$ cat src/rtl/seg_pkg.sv
// Shared constants for the seven-segment scan driver: active-low glyphs,
// blank patterns and digit count.
package seg_pkg;

    localparam int NUM_DIGITS = 4;

    // Segment order {g,f,e,d,c,b,a}, 0 = segment lit
    localparam logic [6:0] SEG_0   = 7'b1000000;
    localparam logic [6:0] SEG_1   = 7'b1111001;
    localparam logic [6:0] SEG_2   = 7'b0100100;
    localparam logic [6:0] SEG_3   = 7'b0110000;
    localparam logic [6:0] SEG_4   = 7'b0011001;
    localparam logic [6:0] SEG_5   = 7'b0010010;
    localparam logic [6:0] SEG_6   = 7'b0000010;
    localparam logic [6:0] SEG_7   = 7'b1111000;
    localparam logic [6:0] SEG_8   = 7'b0000000;
    localparam logic [6:0] SEG_9   = 7'b0010000;
    localparam logic [6:0] SEG_OFF = 7'h7F;

    localparam logic [3:0] AN_OFF  = 4'hF;

endpackage

$ cat src/rtl/seg7_decode.sv
// Combinational BCD to active-low seven-segment decoder; non-BCD codes blank.
module seg7_decode
    import seg_pkg::*;
(
    input  logic [3:0] bcd,
    output logic [6:0] seg
);

    // Table lookup; A-F fall through to blank
    always_comb begin
        seg = SEG_OFF;
        case (bcd)
            4'd0:    seg = SEG_0;
            4'd1:    seg = SEG_1;
            4'd2:    seg = SEG_2;
            4'd3:    seg = SEG_3;
            4'd4:    seg = SEG_4;
            4'd5:    seg = SEG_5;
            4'd6:    seg = SEG_6;
            4'd7:    seg = SEG_7;
            4'd8:    seg = SEG_8;
            4'd9:    seg = SEG_9;
            default: seg = SEG_OFF;
        endcase
    end

endmodule

$ cat src/rtl/seg_scan_driver.sv
// Time-multiplexed common-anode 4-digit display driver. New digit data is
// shadowed and committed only at frame boundaries so a frame never tears;
// each digit slot opens with a dead-time of all anodes off to kill ghosting.
module seg_scan_driver
    import seg_pkg::*;
#(
    parameter int SCAN_DIV    = 100000,
    parameter int DEAD_CYCLES = 1000
) (
    input  logic        clk,
    input  logic        rst,
    input  logic [15:0] digits_in,
    input  logic [3:0]  dp_in,
    input  logic        load,
    input  logic        blank_lz,
    output logic [6:0]  seg,
    output logic        dp,
    output logic [3:0]  an,
    output logic        frame_start
);

    localparam int             CW       = $clog2(SCAN_DIV);
    localparam logic [CW-1:0]  CNT_MAX  = CW'(SCAN_DIV - 1);
    localparam logic [CW-1:0]  DEAD_END = CW'(DEAD_CYCLES);

    logic [CW-1:0] cnt;
    logic [1:0]    idx;
    logic [15:0]   disp_q;
    logic [3:0]    dp_q;
    logic [15:0]   shadow_q;
    logic [3:0]    shadow_dp_q;
    logic          pending;

    logic          slot_end;
    logic          frame_end;
    logic [3:0]    cur_digit;
    logic [6:0]    dec_seg;
    logic [NUM_DIGITS-1:0] zero_from;
    logic          blank_cur;

    assign slot_end  = (cnt == CNT_MAX);
    assign frame_end = slot_end && (idx == 2'd3);

    // Slot prescaler and digit index, scanning 0,1,2,3,0,...
    always_ff @(posedge clk or posedge rst) begin
        if (rst) begin
            cnt <= '0;
            idx <= 2'd0;
        end else if (slot_end) begin
            cnt <= '0;
            idx <= idx + 2'd1;
        end else begin
            cnt <= cnt + CW'(1);
        end
    end

    // Shadow/commit: loads park in the shadow until the frame edge; a load
    // landing on the edge itself goes straight to the displayed register.
    always_ff @(posedge clk or posedge rst) begin
        if (rst) begin
            disp_q      <= '0;
            dp_q        <= '0;
            shadow_q    <= '0;
            shadow_dp_q <= '0;
            pending     <= 1'b0;
        end else if (frame_end) begin
            pending <= 1'b0;
            if (load) begin
                disp_q <= digits_in;
                dp_q   <= dp_in;
            end else if (pending) begin
                disp_q <= shadow_q;
                dp_q   <= shadow_dp_q;
            end
        end else if (load) begin
            shadow_q    <= digits_in;
            shadow_dp_q <= dp_in;
            pending     <= 1'b1;
        end
    end

    // Frame marker lines up with the first cycle of the digit-0 slot
    always_ff @(posedge clk or posedge rst) begin
        if (rst) frame_start <= 1'b0;
        else     frame_start <= frame_end;
    end

    // Current digit and leading-zero run: zero_from[k] means digits k..3 are all 0
    always_comb begin
        cur_digit    = disp_q[{idx, 2'b00} +: 4];
        zero_from    = '0;
        zero_from[3] = (disp_q[15:12] == 4'd0);
        zero_from[2] = zero_from[3] && (disp_q[11:8] == 4'd0);
        zero_from[1] = zero_from[2] && (disp_q[7:4]  == 4'd0);
        zero_from[0] = 1'b0;   // rightmost digit always shown
        blank_cur    = blank_lz && zero_from[idx];
    end

    seg7_decode u_dec (
        .bcd (cur_digit),
        .seg (dec_seg)
    );

    // Registered output stage: dead-time at slot start, then one anode low
    always_ff @(posedge clk or posedge rst) begin
        if (rst) begin
            an  <= AN_OFF;
            seg <= SEG_OFF;
            dp  <= 1'b1;
        end else if (cnt < DEAD_END) begin
            an  <= AN_OFF;
            seg <= SEG_OFF;
            dp  <= 1'b1;
        end else begin
            an  <= ~(4'b0001 << idx);
            seg <= blank_cur ? SEG_OFF : dec_seg;
            dp  <= ~dp_q[idx];
        end
    end

endmodule

$ cat config.mk
export PLATFORM = sky130hd
export DESIGN_NAME = seg_scan_driver
export DESIGN_NICKNAME = d
export VERILOG_FILES = /design/src/rtl/seg_pkg.sv /design/src/rtl/seg7_decode.sv /design/src/rtl/seg_scan_driver.sv
export SDC_FILE = /design/constraint.sdc
export NUM_CORES = 1
export LEC_CHECK = 0
export BUFFER_PORTS_ARGS = -buffer_cell sky130_fd_sc_hd__buf_2
export CAP_MARGIN = 20
export CORE_MARGIN = 3
export CORE_UTILIZATION = 25
export CTS_CLUSTER_SIZE = 25
export DETAILED_ROUTE_END_ITERATION = 7
export PLACE_DENSITY = 0.42
export SETUP_SLACK_MARGIN = 0.1
export SYNTH_ARGS = -nofsm -noshare
export SYNTH_HDL_FRONTEND = slang
export SYNTH_SLANG_ARGS = --single-unit
$ cat constraint.sdc
create_clock -name clk -period 2.9 [get_ports clk]
set_clock_uncertainty 0.1 [all_clocks]
set_input_delay 0.58 -clock clk [delete_from_list [all_inputs] [get_ports clk]]
set_output_delay 0.58 -clock clk [all_outputs]
set_load 0.05 [all_outputs]
**Word-level counts from Yosys, hierarchy flattened**

Memory sizes are Yosys's and may differ from the RTL's.
Index checks and enable logic that the tools add are counted.

- Add/sub/neg operators: 2
- Mux-type cells: 15
- Equal/unequal tests: 2
- Shift operators: 2
- Reductions and logical operators: 11
- Bitwise gates (word level): 3
- Order comparisons: 2

Operators with widths:

| operator | count |
|---|---|
| $mux W16 | 2 |
| $add A17 B1 Y17 const B | 1 |
| $eq A17 B17 Y1 const B | 1 |
| $lt A17 B10 Y1 const B | 1 |
| $mux W17 | 1 |
| $shiftx A16 B5 Y4 | 1 |
| $mux W7 | 2 |
| $logic_not A4 Y1 | 3 |
| $mux W4 | 3 |
| $mux W1 | 5 |
| $bmux W1 S2 | 2 |
| $logic_and A1 B1 Y1 | 4 |
| $not A4 Y4 | 1 |
| $reduce_and A2 Y1 | 2 |
| $reduce_bool A2 Y1 | 2 |
| $shl A1 B2 Y4 const A | 1 |
| $lt A2 B3 Y1 const B | 1 |
| $add A2 B1 Y2 const B | 1 |
| $eq A2 B2 Y1 const B | 1 |
| $not A1 Y1 | 2 |

- Word-level logic and storage cells: 49
- Bits in read-only memories: 112
- Output and inout port bits: 13
- Memories: 1
- Register bits after elaboration: 73

Memories:

| memory | words | width | rd ports | clocked after Yosys merged registers in | wr ports | line | RTL |
|---|---|---|---|---|---|---|---|
| (name not given) | 16 | 7 | 1 | 0 | 0 | seg7_decode.sv:12 | `case (bcd)` |

**Depth between registers and ports, before layout**

Gate-level depths: netlist of run 1.

- Depth in word-level cells: 8
- Mapped depth: 9
- Depth with buffers taken out: 7

**By module**

A second synthesis of run 1 with hierarchy kept.

- Cell total of the unflattened synthesis: 323
- Area, all modules: 3579.7 um^2

By module, submodules not included:

| module | instances | area each (um^2) | cells each | seq. area each (um^2) |
|---|---|---|---|---|
| seg_scan_driver | 1 | 3369.5 | 290 | 1841.8 |
| seg7_decode | 1 | 210.2 | 33 | 0.0 |

**Worst setup path before layout of run 1**

OpenSTA, ideal clock, no wires.

- Path kind: register to register
- From: register cnt[0]
- To: register shadow_q[7]
- Buffers on the path: 3
- Required time: 2.672 ns
- Path slack: 0.789 ns
- Period minus slack after synthesis: 2.111 ns
- Setup time: 0.128 ns
- Arrival: 1.883 ns
- Stages on the path, launching flop included: 9
- Cells stage by stage: dfrtp_1 ha_1 and4_1 buf_2 and4_1 buf_2 a21oi_2 buf_6 mux2_1

- Cells in the longest elaborated chain, start to end: 4

Ends and longest elaborated chain:

| what | line | RTL |
|---|---|---|
| start: declaration | seg_scan_driver.sv:26 | `logic [CW-1:0] cnt;` |
| start signal: assignment | seg_scan_driver.sv:53 | `cnt <= cnt + CW'(1);` |
| $eq A17 B17 Y1 | seg_scan_driver.sv:41 | `assign slot_end = (cnt == CNT_MAX);` |
| $logic_and A1 B1 Y1 | seg_scan_driver.sv:42 | `assign frame_end = slot_end && (idx == 2'd3);` |
| $not A1 Y1 (no line) | n/a |  |
| $reduce_and A2 Y1 (no line) | n/a |  |
| end signal: assignment | seg_scan_driver.sv:76 | `shadow_q <= digits_in;` |
| end: declaration | seg_scan_driver.sv:30 | `logic [15:0] shadow_q;` |

No other way between the ends.
A chain may end at the register's enable or synchronous reset.

**Final worst setup path of run 1**

- From: register idx[0]
- To: register seg[4]

- Cells in the longest elaborated chain, start to end: 5
- Elaborated cells between the ends (all ways): 7

Ends and longest elaborated chain:

| what | line | RTL |
|---|---|---|
| start: declaration | seg_scan_driver.sv:27 | `logic [1:0] idx;` |
| start signal: assignment | seg_scan_driver.sv:51 | `idx <= idx + 2'd1;` |
| parallel branches: the longest is 3 deep, another holds $mem_v2 Z16 W7 | n/a |  |
| $mux W7 (*) | seg_scan_driver.sv:116 | `seg <= blank_cur ? SEG_OFF : dec_seg;` |
| $mux W7 (*) | seg_scan_driver.sv:110 | `end else if (cnt < DEAD_END) begin` |
| end signal: assignment | seg_scan_driver.sv:116 |  |
| end: declaration | seg_scan_driver.sv:16 | `output logic [6:0] seg,` |

Mark *: on every way between the ends. The select of a mux whose other input is x is not followed.

==> summary.md, run 1 <==
| Metric | Value |
|---|---|
| Global route total overflow | 0 |
| FF-to-FF setup slack | 0.57 ns |
| Final WS setup | 0.569 ns |
| Number of synthesized flops with an enable pin | 0 |
| Nets | 404 |
| Final period utilization | 80.4% |
| Slew Viols, Final | 0 |
| Netlist Area Pre-Place | approximately 3700 um^2 |
| Mapped Avg Cell Area | 11.1 um^2 |
| Final Util | 31.1% |
| Ys flop type | dfrtp_1 |
| Status | finished clean |
| Pre-antenna DRT Iters | 4 |
| Distinct cells, synth | 48 |
| Synth area leaders | dfrtp_1, dfstp_2, mux2_4 |
| Share of the synthesized area in the top cell type | approximately two fifths |
| Vias in the first global route | 2776 |
| Total CTS buffers | 9 |
| CTS tree | built |
| DP Wirelength | 6190 um |
| Vias per cell | 4.89 |
| Global placement routability congestion | about 0.8 |
| Worst setup EP type | flip-flop |
| GR Util All Layers | 11.8% |
| Period minus WS final | 2.33 ns |
| Crit Path Category | flip-flop to flip-flop |
| First-pass GRT wire length | 15000 um |
| Flop pwr share | 43.8% |
| Final setup TNS | 0 ns |
| Ant. Diodes | 0 |
| Row cnt | between 40 and 50 |
| Critical path required time | 3.02 ns |
| Actual slew at the worst max-slew pin | 0.863 ns |
| I/O pin total | 37 |
| CP arrival | 2.45 ns |
| Synth Net Count | 368 |
| Internal power | roughly 1900 uW |
| Pre-CTS setup slack | 0.562 ns |
| PD cells | 550 nW/um^2 |
| Clock tree sinks | 73 |
| DR vias | 2716 |
| Part of the power in the clock network | a little over half |
| Filler instances | 1488 |
| Static Leak | between 0.0015 and 0.002 uW |
| Combinational share of power | 4.1% |
| Rel. slew slack | 42.2% |
| Drt total wl | 8840 um |
| Fmax | 429 MHz |
| Register area share after synthesis | 49.7% |
| Max_cap viols | 0 |
| Clock root cell | clkbuf_16 |
| Largest net degree at the start of global routing | 51 |
| HP Class | input port to asynchronous set/reset pin |
| Initial antenna violation count | 0 |
| Final hold vios | 0 |
| Critical Path Fanout Max | 10 |
| Core ar. | 14200 um^2 |
| Die width | 128 um |
| # Post-CTS Setup Buffers | 0 |
| H-tree levels | 3 |
| Worst hold slack | around 0.18 ns |
| NetSw | 494 uW |
| Starting Density | between 20% and 30% |
| Synth Register Bits | 73 |
| Switch share | 20.3% |
| RSZ-0062 raised after global routing | false |
| Yosys warning count | 0 |
| CTS Buffer Depth | 2 |
| Area grow syn2layout | 19.2% |
| Critical Path Source Type | flip-flop |
| Worst VDD drop | 353 uV |
| Clock slew at reported path FFs | 0.06 ns |
| Die Height | 128 um |
| Port Buf Inserts | 36 |
| DRC viols | 0 |
| Post-Synthesis Cells | 334 |
| Final setup fails | 0 |
| DRT antenna net count | 0 |
| Layout cells sized above 1 | 24.5% |
| Skew-Pair Late Insertion Delay | 0.34 ns |
| Die ar. | around 16000 um^2 |
| Asr flop ratio synth | 100% |
| Initial DRC Count | 141 |
| CTS Hold Buffers Added | 0 |
| # resized after CTS | 0 |
| DR WL/cell | 15.9 um |
| Synth area leader | dfrtp_1 |
-- state kept, by name (all words and copies together) (netlist names) --
register / count
dp_q: 4
dp: 1
pending: 1
disp_q: 16
shadow_q: 16
shadow_dp_q: 4
seg: 7
an: 4
idx: 2
cnt: 17
frame_start: 1
-- power by group through the flow --
stage / registers [uW] / clock network [uW] / logic, uW
global route: 1070 / 1350 / 114
finish: 1060 / 1270 / 99.5
CTS: 1060 / 1310 / 104
detailed placement: 1080 / 0 / 104
global placement: 1080 / 0 / 102
floorplan: 1070 / 0 / 63.4
-- critical path, stage by stage, from the launching register on --
cell and delay, ns:
dfrtp_1 0.59, mux4_1 0.69, inv_1 0.14, ha_1 0.15, inv_1 0.05, mux2_2 0.25
o21ai_0 0.13, nand3_1 0.10
-- through the flow --
stage               cells  area (um^2)  power [uW]
floorplan             334         3700        1140
global placement      539         4080        1180
detailed placement    539         4080        1180
CTS                   555         4410        2480
global route          555         4410        2530
finish                555         4410        2430
-- metal layers --
layer	wire length [um]	GRT usage, %
met2	3890	17.0
met5	0	0
met4	213	5.31
met3	374	3.54
met1	4360	16.5
-- cells in the final DEF, fill, tap and decap left out, types with 2 or more instances in the layout --
cell	count
o32ai_1	6
nand4_1	4
and2_1	3
nor4_1	3
o21ai_0	10
nor3_1	20
mux2_4	9
nand3b_1	2
mux4_1	3
ha_1	10
buf_2	36
a21oi_1	21
xnor2_1	8
mux4_2	2
nand3_1	16
nor2_1	19
mux2_1	11
clkbuf_16	9
o211ai_1	3
and4_1	5
mux2i_1	2
nand2_1	18
bufinv_16	3
buf_4	10
o22ai_1	2
xor2_1	5
clkbuf_1	2
o2bb2ai_1	10
or3_1	2
a31oi_1	2
dfstp_2	12
a211oi_1	17
inv_1	10
dfrtp_1	61
-- Yosys cell counts, drive strengths merged (5+ instances only) --
| master | number |
|---|---|
| dfrtp | 61 |
| a21oi | 22 |
| mux2 | 21 |
| nor3 | 20 |
| nor2 | 19 |
| nand2 | 18 |
| a211oi | 17 |
| nand3 | 16 |
| dfstp | 12 |
| buf | 11 |
| clkbuf | 11 |
| inv | 11 |
| ha | 10 |
| o21ai | 10 |
| o2bb2ai | 10 |
| xnor2 | 8 |
| o32ai | 6 |
| and4 | 5 |
| mux4 | 5 |
| xor2 | 5 |
-- cells by family (layout without fill, tap and decap cells) --
kind of cell	count (synthesis)	after routing	synth area share [%]
DFF	73	73	49.7
AOI/OAI and AO/OA	76	76	14.0
adders and majority gates	10	10	3.38
buffers and inverters	33	74	4.53
muxes	28	28	11.2
and+or+nand+nor	101	101	14.2
xor gates and xnor gates	13	13	3.07
-- layout make-up --
type,instances,area [um^2],share of cell area [%]
Clock buffer,11,233,5.27
Clock inverter,5,104,2.35
Inverter,11,41.3,0.935
Multi-Input combinational cell,228,1690,38.4
Sequential cell,73,1840,41.7
Tap cell,180,225,5.10
Timing Repair Buffer,47,275,6.24
-- final timing paths --
check / from / endpoint / cells past startpoint
max: idx[0] / seg[4] / 7
min: rst / pending / 2
min reg2reg: cnt[0] / cnt[0] / 1
max reg2reg: idx[0] / seg[4] / 7
max in group asynchronous: rst / an[3] / 3
min in group clk: digits_in[0] / shadow_q[0] / 2
(Power assumes the default switching activity.)
==> run 2, diff against run 1 <==
==> constraint.sdc (replaced) <==
create_clock -name clk -period 2.4 [get_ports clk]
set_clock_uncertainty 0.1 [all_clocks]
set_input_delay 0.48 -clock clk [delete_from_list [all_inputs] [get_ports clk]]
set_output_delay 0.48 -clock clk [all_outputs]
set_load 0.05 [all_outputs]
==> run 2 against run 1 <==
Net effect: final cell count grew 1.1%; critical endpoint is now shadow_q[6]; worst hold slack lost 0.073 ns; critical path type unchanged; clock power grew 8%; sequential cell count is the same; setup slack lost 0.32 ns.
==> summary.md, run 2 (synthesis gave the netlist of run 1 again) <==
| Metric | Value |
|---|---|
| Status | finished clean |
| Nets | 410 (+1.5%) |
| Crit-path cells | ha_1, and4_1, and4_2, a21oi_2, buf_12, mux2_1 |
| CTS tree | built |
| Clock tree sinks | 73 (unchanged) |
| Worst stage delay on the critical path | 0.40 ns (-0.29 ns) |
| Die ar. | 16300 um^2 (unchanged) |
| Reg2reg end | shadow_q[6] |
| GR Util All Layers | 12.1% (+0.28 points) |
| Met3 Track Usage GR | 3.83% (+0.29 points) |
| Worst hold slack | 0.111 ns (-0.0730 ns) |
| Final setup TNS | 0 ns (unchanged) |
| Slew Viols, Final | 0 (unchanged) |
| First-pass GRT wire length | 15300 um (+1.9%) |
| Worst path buffer plus inverter count | 1 (-1) |
| Rel. slew slack | 58.0% (+16 points) |
| Final setup fails | 0 (unchanged) |
| Regs by FF count | cnt x17, disp_q x16, shadow_q x16 |
| PD cells | 623 nW/um^2 (+13%) |
| Fmax | 465 MHz (+8.4%) |
| Area grow syn2layout | 20.4% |
| # Post-CTS Setup Buffers | 0 (unchanged) |
| Worst VDD drop | 504 uV (+43%) |
| Row cnt | 43 (unchanged) |
| R2R depth | 6 (-1) |
| H-tree levels | 3 (unchanged) |
| HP Class | input port to asynchronous set/reset pin |
| Area after DPL | 4150 um^2 (+1.8%) |
| CP arrival | 2.27 ns (-0.18 ns) |
| Initial DRC Count | 180 (+28%) |
| Clock root cell | clkbuf_16 |
| Most common cell after layout, fill and taps aside | dfrtp_1 |
| Global route total overflow | 0 (unchanged) |
| Pre-antenna DRT Iters | 4 (unchanged) |
| Initial antenna violation count | 0 (unchanged) |
| Ant. Diodes | 0 (unchanged) |
| Met1 usage | 16.1% (-0.37 points) |
| Critical Path Source Type | flip-flop |
| Clock slew at reported path FFs | 0.06 ns (about the same) |
| Post-route cell area | 4460 um^2 (+1.0%) |
| R2R Path Start | cnt[0] |
| Die width | 128 um (unchanged) |
| DP Wirelength | 6270 um (+1.3%) |
| Critical path required time | 2.52 ns (-0.50 ns) |
| Actual slew at the worst max-slew pin | 0.628 ns (-0.235 ns) |
| CTS Buffer Depth | 2 (unchanged) |
| FF-to-FF setup slack | 0.25 ns (-0.32 ns) |
| DR vias | 2736 (+0.74%) |
| Skew-Pair Late Insertion Delay | 0.34 ns (about the same) |
| Critical Path Fanout Max | 20 (+10) |
| Largest net degree at the start of global routing | 38 (-25%) |
| Global placement routability congestion | 0.761 (-5.8%) |
| DR WL/cell | 16.3 um (+2.4%) |
| Max_cap viols | 0 (unchanged) |
| Vias per cell | 4.88 (-0.34%) |
| Die Height | 128 um (unchanged) |
| Period minus WS final | 2.15 ns (-0.180 ns) |
| Core ar. | 14200 um^2 (unchanged) |
| GRT busiest layer | met2 |
| CP max stage cell | dfrtp_1 |
| Family with the most delay on the worst path | simple AND/OR/NAND/NOR gates |
| GR Util met2 | 18.3% (+1.3 points) |
| Most flops, register | cnt |
| DRT antenna net count | 0 (unchanged) |
| Layout cells sized above 1 | 26.5% (+2.0 points) |
| Starting Density | 26.1% (unchanged) |
| Final Util | 31.4% (+0.33 points) |
| I/O pin total | 37 (unchanged) |
| Most frequent cells in the layout | dfrtp_1, buf_2, a21oi_1, nor3_1, nor2_1 |
| Drt total wl | 9150 um (+3.5%) |
| Final hold vios | 0 (unchanged) |
| Vias in the first global route | 2864 (+3.2%) |
| RSZ-0062 raised after global routing | false |
| Max reg flops | 17 (unchanged) |
| Static Leak | 0.00178 uW (+1.8%) |
| DRC viols | 0 (unchanged) |
| Final period utilization | 89.6% (+9.2 points) |
| Crit Path Category | flip-flop to flip-flop |
| Port Buf Inserts | 36 (unchanged) |
| Worst setup EP type | flip-flop |
| Total CTS buffers | 9 (unchanged) |
## run 2: worst max-delay path by stage
stage                start          end  cells past startpoint
finish              cnt[0]  shadow_q[6]                      6
global route        cnt[0]    disp_q[0]                      6
CTS                 idx[0]       seg[4]                      7
detailed placement  idx[0]       seg[4]                      7
global placement    idx[0]       seg[4]                      7
floorplan           cnt[0]  shadow_q[7]                      8
## run 2: layout make-up
cell class                      count  area (um^2)
Timing Repair Buffer               53          345
Clock buffer                       13          293
Tap cell                          180          225
Multi-Input combinational cell    228         1690
Clock inverter                      3         18.8
Sequential cell                    73         1840
Fill cell                        1510         9740
Inverter                           11         45.0
## run 2: metal layers
metal,routed length (um),up-vias
met5,0,-
met4,157,0
met3,374,13
met2,4130,44
met1,4490,1361
li1,-,1318
## run 2: repair_timing
item,CTS,global route
setup endpoints to repair,0,4
hold buffers,0,0
resized for setup,0,2
## run 2: power by group
part / total [uW] / switching [uW] / leakage, uW / internal [uW]
clock: 1370 / 516 / 0.000156 / 852
sequential: 1280 / 18.0 / 0.000825 / 1270
combinational: 124 / 64.5 / 0.000800 / 59.6
total: 2780 / 599 / 0.00178 / 2180
## run 2: stage by stage
stage / worst slack (ns) / power [uW] / instances
floorplan: 0.289 / 1380 / 334
global placement: 0.257 / 1430 / 545
detailed placement: 0.234 / 1430 / 545
CTS: 0.215 / 2840 / 561
global route: 0.109 / 2900 / 561
finish: 0.250 / 2780 / 561
==> run 3, diff against run 2 <==
--- a/config.mk
+++ b/config.mk
@@ -5,6 +5,7 @@
 export SDC_FILE = /design/constraint.sdc
 export NUM_CORES = 1
 export LEC_CHECK = 0
+export ABC_AREA = 1
 export BUFFER_PORTS_ARGS = -buffer_cell sky130_fd_sc_hd__buf_2
 export CAP_MARGIN = 20
 export CORE_MARGIN = 3
==> run 3 against run 2 <==
Net effect: final cell count rose by 36%; critical path depth is 2 higher; total power grew 3.6%; first-iteration DRC count is 40% higher; utilization shrank 1.1 points; largest cell class unchanged; synthesized area is 6.2% higher; largest power group unchanged; critical path type unchanged.
==> summary.md, run 3 <==
| Metric | Value |
|---|---|
| Final period utilization | 82.6% (-7.0 points) |
| RSZ-0062 raised after global routing | false |
| Synth Register Bits | 73 (unchanged) |
| Crit path launch | cnt[0] |
| Skew-Pair Late Insertion Delay | 0.34 ns (about the same) |
| DR vias | 3234 (+18%) |
| Crit-path cells | ha_1, nand2_1, nor2_4, nand3_2, nor2_8, nand3_2, nand2_1, nand2_1 |
| Overall Power | 2880 uW (+3.6%) |
| Reg2reg end | dp_q[0] |
| Critical Path Source Type | flip-flop |
| Vias in the first global route | 3156 (+10%) |
| Most frequent cells in the layout | nand2_1, dfrtp_1, nand3_1, inv_1, nor2_1 |
| Top-count cell post-synth | nand2_1 |
| Largest net degree at the start of global routing | 39 (+2.6%) |
| Rel. slew slack | 62.6% (+4.5 points) |
| First-pass GRT wire length | 16100 um (+4.8%) |
| Initial antenna violation count | 0 (unchanged) |
| Max_cap viols | 0 (unchanged) |
| Global route total overflow | 0 (unchanged) |
| Nets | 580 (+41%) |
| Actual slew at the worst max-slew pin | 0.560 ns (-0.0678 ns) |
| Synth area leader | dfrtp_1 |
| Crit Path Category | flip-flop to flip-flop |
| Share of the synthesized area in the top cell type | 38.8% (-2.4 points) |
| Vias per cell | 4.24 (-13%) |
| Number of synthesized flops with an enable pin | 0 (unchanged) |
| Drt total wl | 9270 um (+1.4%) |
| Period minus WS final | 1.98 ns (-0.167 ns) |
| Total CTS buffers | 9 (unchanged) |
| Register area share after synthesis | 46.8% (-2.9 points) |
| Yosys warning count | 0 (unchanged) |
| Flop pwr share | 44.4% (-1.8 points) |
| Clock tree sinks | 73 (unchanged) |
| Critical Path Fanout Max | 20 (unchanged) |
| Core ar. | 15300 um^2 (+7.8%) |
| Worst hold slack | 0.0939 ns (-0.0173 ns) |
| H-tree levels | 3 (unchanged) |
| Asr flop ratio synth | 100% (unchanged) |
| Final Util | 30.3% (-1.1 points) |
| Area grow syn2layout | 18.0% |
| CTS tree | built |
| Mapped Avg Cell Area | 7.67 um^2 (-31%) |
| Most flops, register | cnt |
| Final setup TNS | 0 ns (unchanged) |
| Pre-antenna DRT Iters | 4 (unchanged) |
| Setup crit end | dp_q[0] |
| Port Buf Inserts | 36 (unchanged) |
| Initial DRC Count | 252 (+40%) |
| Ys flop type | dfrtp_1 |
| GR Util All Layers | 11.3% (-0.79 points) |
| CTS Buffer Depth | 2 (unchanged) |
| Die ar. | 17300 um^2 (+6.0%) |
| DP Wirelength | 6660 um (+6.3%) |
| Synth Net Count | 547 (+49%) |
| Fmax | 504 MHz (+8.4%) |
| Status | finished clean |
| Switch share | 22.6% (+1.0 points) |
| FF-to-FF setup slack | 0.42 ns (+0.17 ns) |
| Critical path required time | 2.53 ns (about the same) |
| DR WL/cell | 12.2 um (-25%) |
| R2R Path Start | cnt[0] |
| HP Class | input port to asynchronous set/reset pin |
| Starting Density | 25.7% (-0.38 points) |
| Worst stage delay on the critical path | 0.37 ns (-0.03 ns) |
| Worst VDD drop | 354 uV (-30%) |
| R2R depth | 8 (+2) |
| Die Height | 131 um (+2.9%) |
| Post-Synthesis Cells | 513 (+54%) |
| I/O pin total | 37 (unchanged) |
| Ant. Diodes | 0 (unchanged) |
| Internal power | 2230 uW (+2.3%) |
| CP max stage cell | dfrtp_1 |
| NetSw | 650 uW (+8.6%) |
| Synth area leaders | dfrtp_1, nand2_1, dfstp_2 |
| CP arrival | 2.11 ns (-0.16 ns) |
| Clock root cell | clkbuf_16 |
| Regs by FF count | cnt x17, disp_q x16, shadow_q x16 |
| Layout cells sized above 1 | 16.7% (-9.8 points) |
| Clock slew at reported path FFs | 0.06 ns (about the same) |
| Netlist Area Pre-Place | 3940 um^2 (+6.2%) |
| DRT antenna net count | 0 (unchanged) |
| DRC viols | 0 (unchanged) |
| Synth top cells by count | nand2_1, dfrtp_1, nand3_1 |
| Part of the power in the clock network | 50.8% (+1.5 points) |
| Static Leak | 0.00236 uW (+33%) |
| Die width | 131 um (+2.9%) |
| Final WS setup | 0.417 ns (+0.167 ns) |
| Pre-CTS setup slack | 0.359 ns (+0.125 ns) |
| Final hold vios | 0 (unchanged) |
| Row cnt | 45 (+4.7%) |
| Most used cell along the critical path | nand2_1 |
| Global placement routability congestion | 0.824 (+8.3%) |
| Distinct cells, synth | 27 (-44%) |
| Slew Viols, Final | 0 (unchanged) |
| Max reg flops | 17 (unchanged) |
| Worst setup EP type | flip-flop |
| Filler instances | 1708 (+13%) |
| Combinational share of power | 4.9% (+0.4 points) |
| Most common cell after layout, fill and taps aside | nand2_1 |
| PD cells | 620 nW/um^2 (-0.42%) |
| Final setup fails | 0 (unchanged) |
==> run 3: cell count changes after synthesis, sizes merged, moves of 15 or more <==
cell and change:
inv +42, nand2 +165, a21oi -21, nand4 +18
nor3 -20, o21ai +15, nand3 +41, a211oi -17
mux2 -21, nor2 +31
==> run 3: worst max-delay path: cells and delay by family (launching register included) <==
family / cells / cell delay [ns]
adder cells (fa/ha/maj): 1 / 0.18
flip-flops: 1 / 0.37
AND/OR/NAND/NOR: 7 / 1.23
==> run 3: power by group through the flow <==
stage          clock, uW  sequential (uW)  combinational [uW]
3_3_place_gp           0             1300                 143
5_1_grt             1570             1280                 166
2_1_floorplan          0             1290                92.9
4_1_cts             1520             1280                 146
6_report            1460             1280                 141
3_5_place_dp           0             1300                 146
==> run 3: worst min-delay path by stage <==
| stage | to | startpoint | cells after the start |
|---|---|---|---|
| after global routing | shadow_q[0] | rst | 2 |
| final | shadow_q[0] | rst | 2 |
| after detailed placement | cnt[0] | cnt[0] | 1 |
| after CTS | shadow_dp_q[2] | rst | 2 |
| after floorplan | cnt[0] | cnt[0] | 1 |
| after global placement | cnt[0] | cnt[0] | 1 |
==> run 3: cell type report <==
class	count	area, um^2	area share (%)
inverters	53	203	4.37
clock buffers	10	229	4.93
clock inverters	6	90.1	1.94
multi-input cells	365	1760	37.9
flip-flops and latches	73	1840	39.7
repair buffers	44	253	5.44
well taps	211	264	5.69
==> run 3: per-layer routing <==
metal / vias to the layer above / global-route usage [%] / wire length, um
li1: 1684 / - / -
met1: 1472 / 16.9 / 4920
met2: 67 / 15.5 / 3750
met3: 11 / 3.48 / 472
met4: 0 / 3.62 / 133
met5: - / 0 / 0
==> run 3: stage by stage <==
stage | cell area (um^2) | instances
after global placement | 4320 | 746
after CTS | 4640 | 762
after detailed placement | 4320 | 746
after floorplan | 3940 | 513
after global routing | 4640 | 762
final | 4640 | 762
==> run 3: what timing repair did <==
action / CTS / global route
buffers inserted: 0 / 0
resized for setup: 0 / 1
hold buffers: 0 / 0
setup endpoints to repair: 0 / 1
==> run 3: kinds of logic after synthesis <==
group / after synthesis / share of synthesized area (%)
compound gates: 28 / 3.66
xor+xnor: 10 / 2.23
fa+ha+maj: 10 / 3.18
buf+inv: 75 / 8.46
flops: 73 / 46.8
simple gates: 317 / 35.7
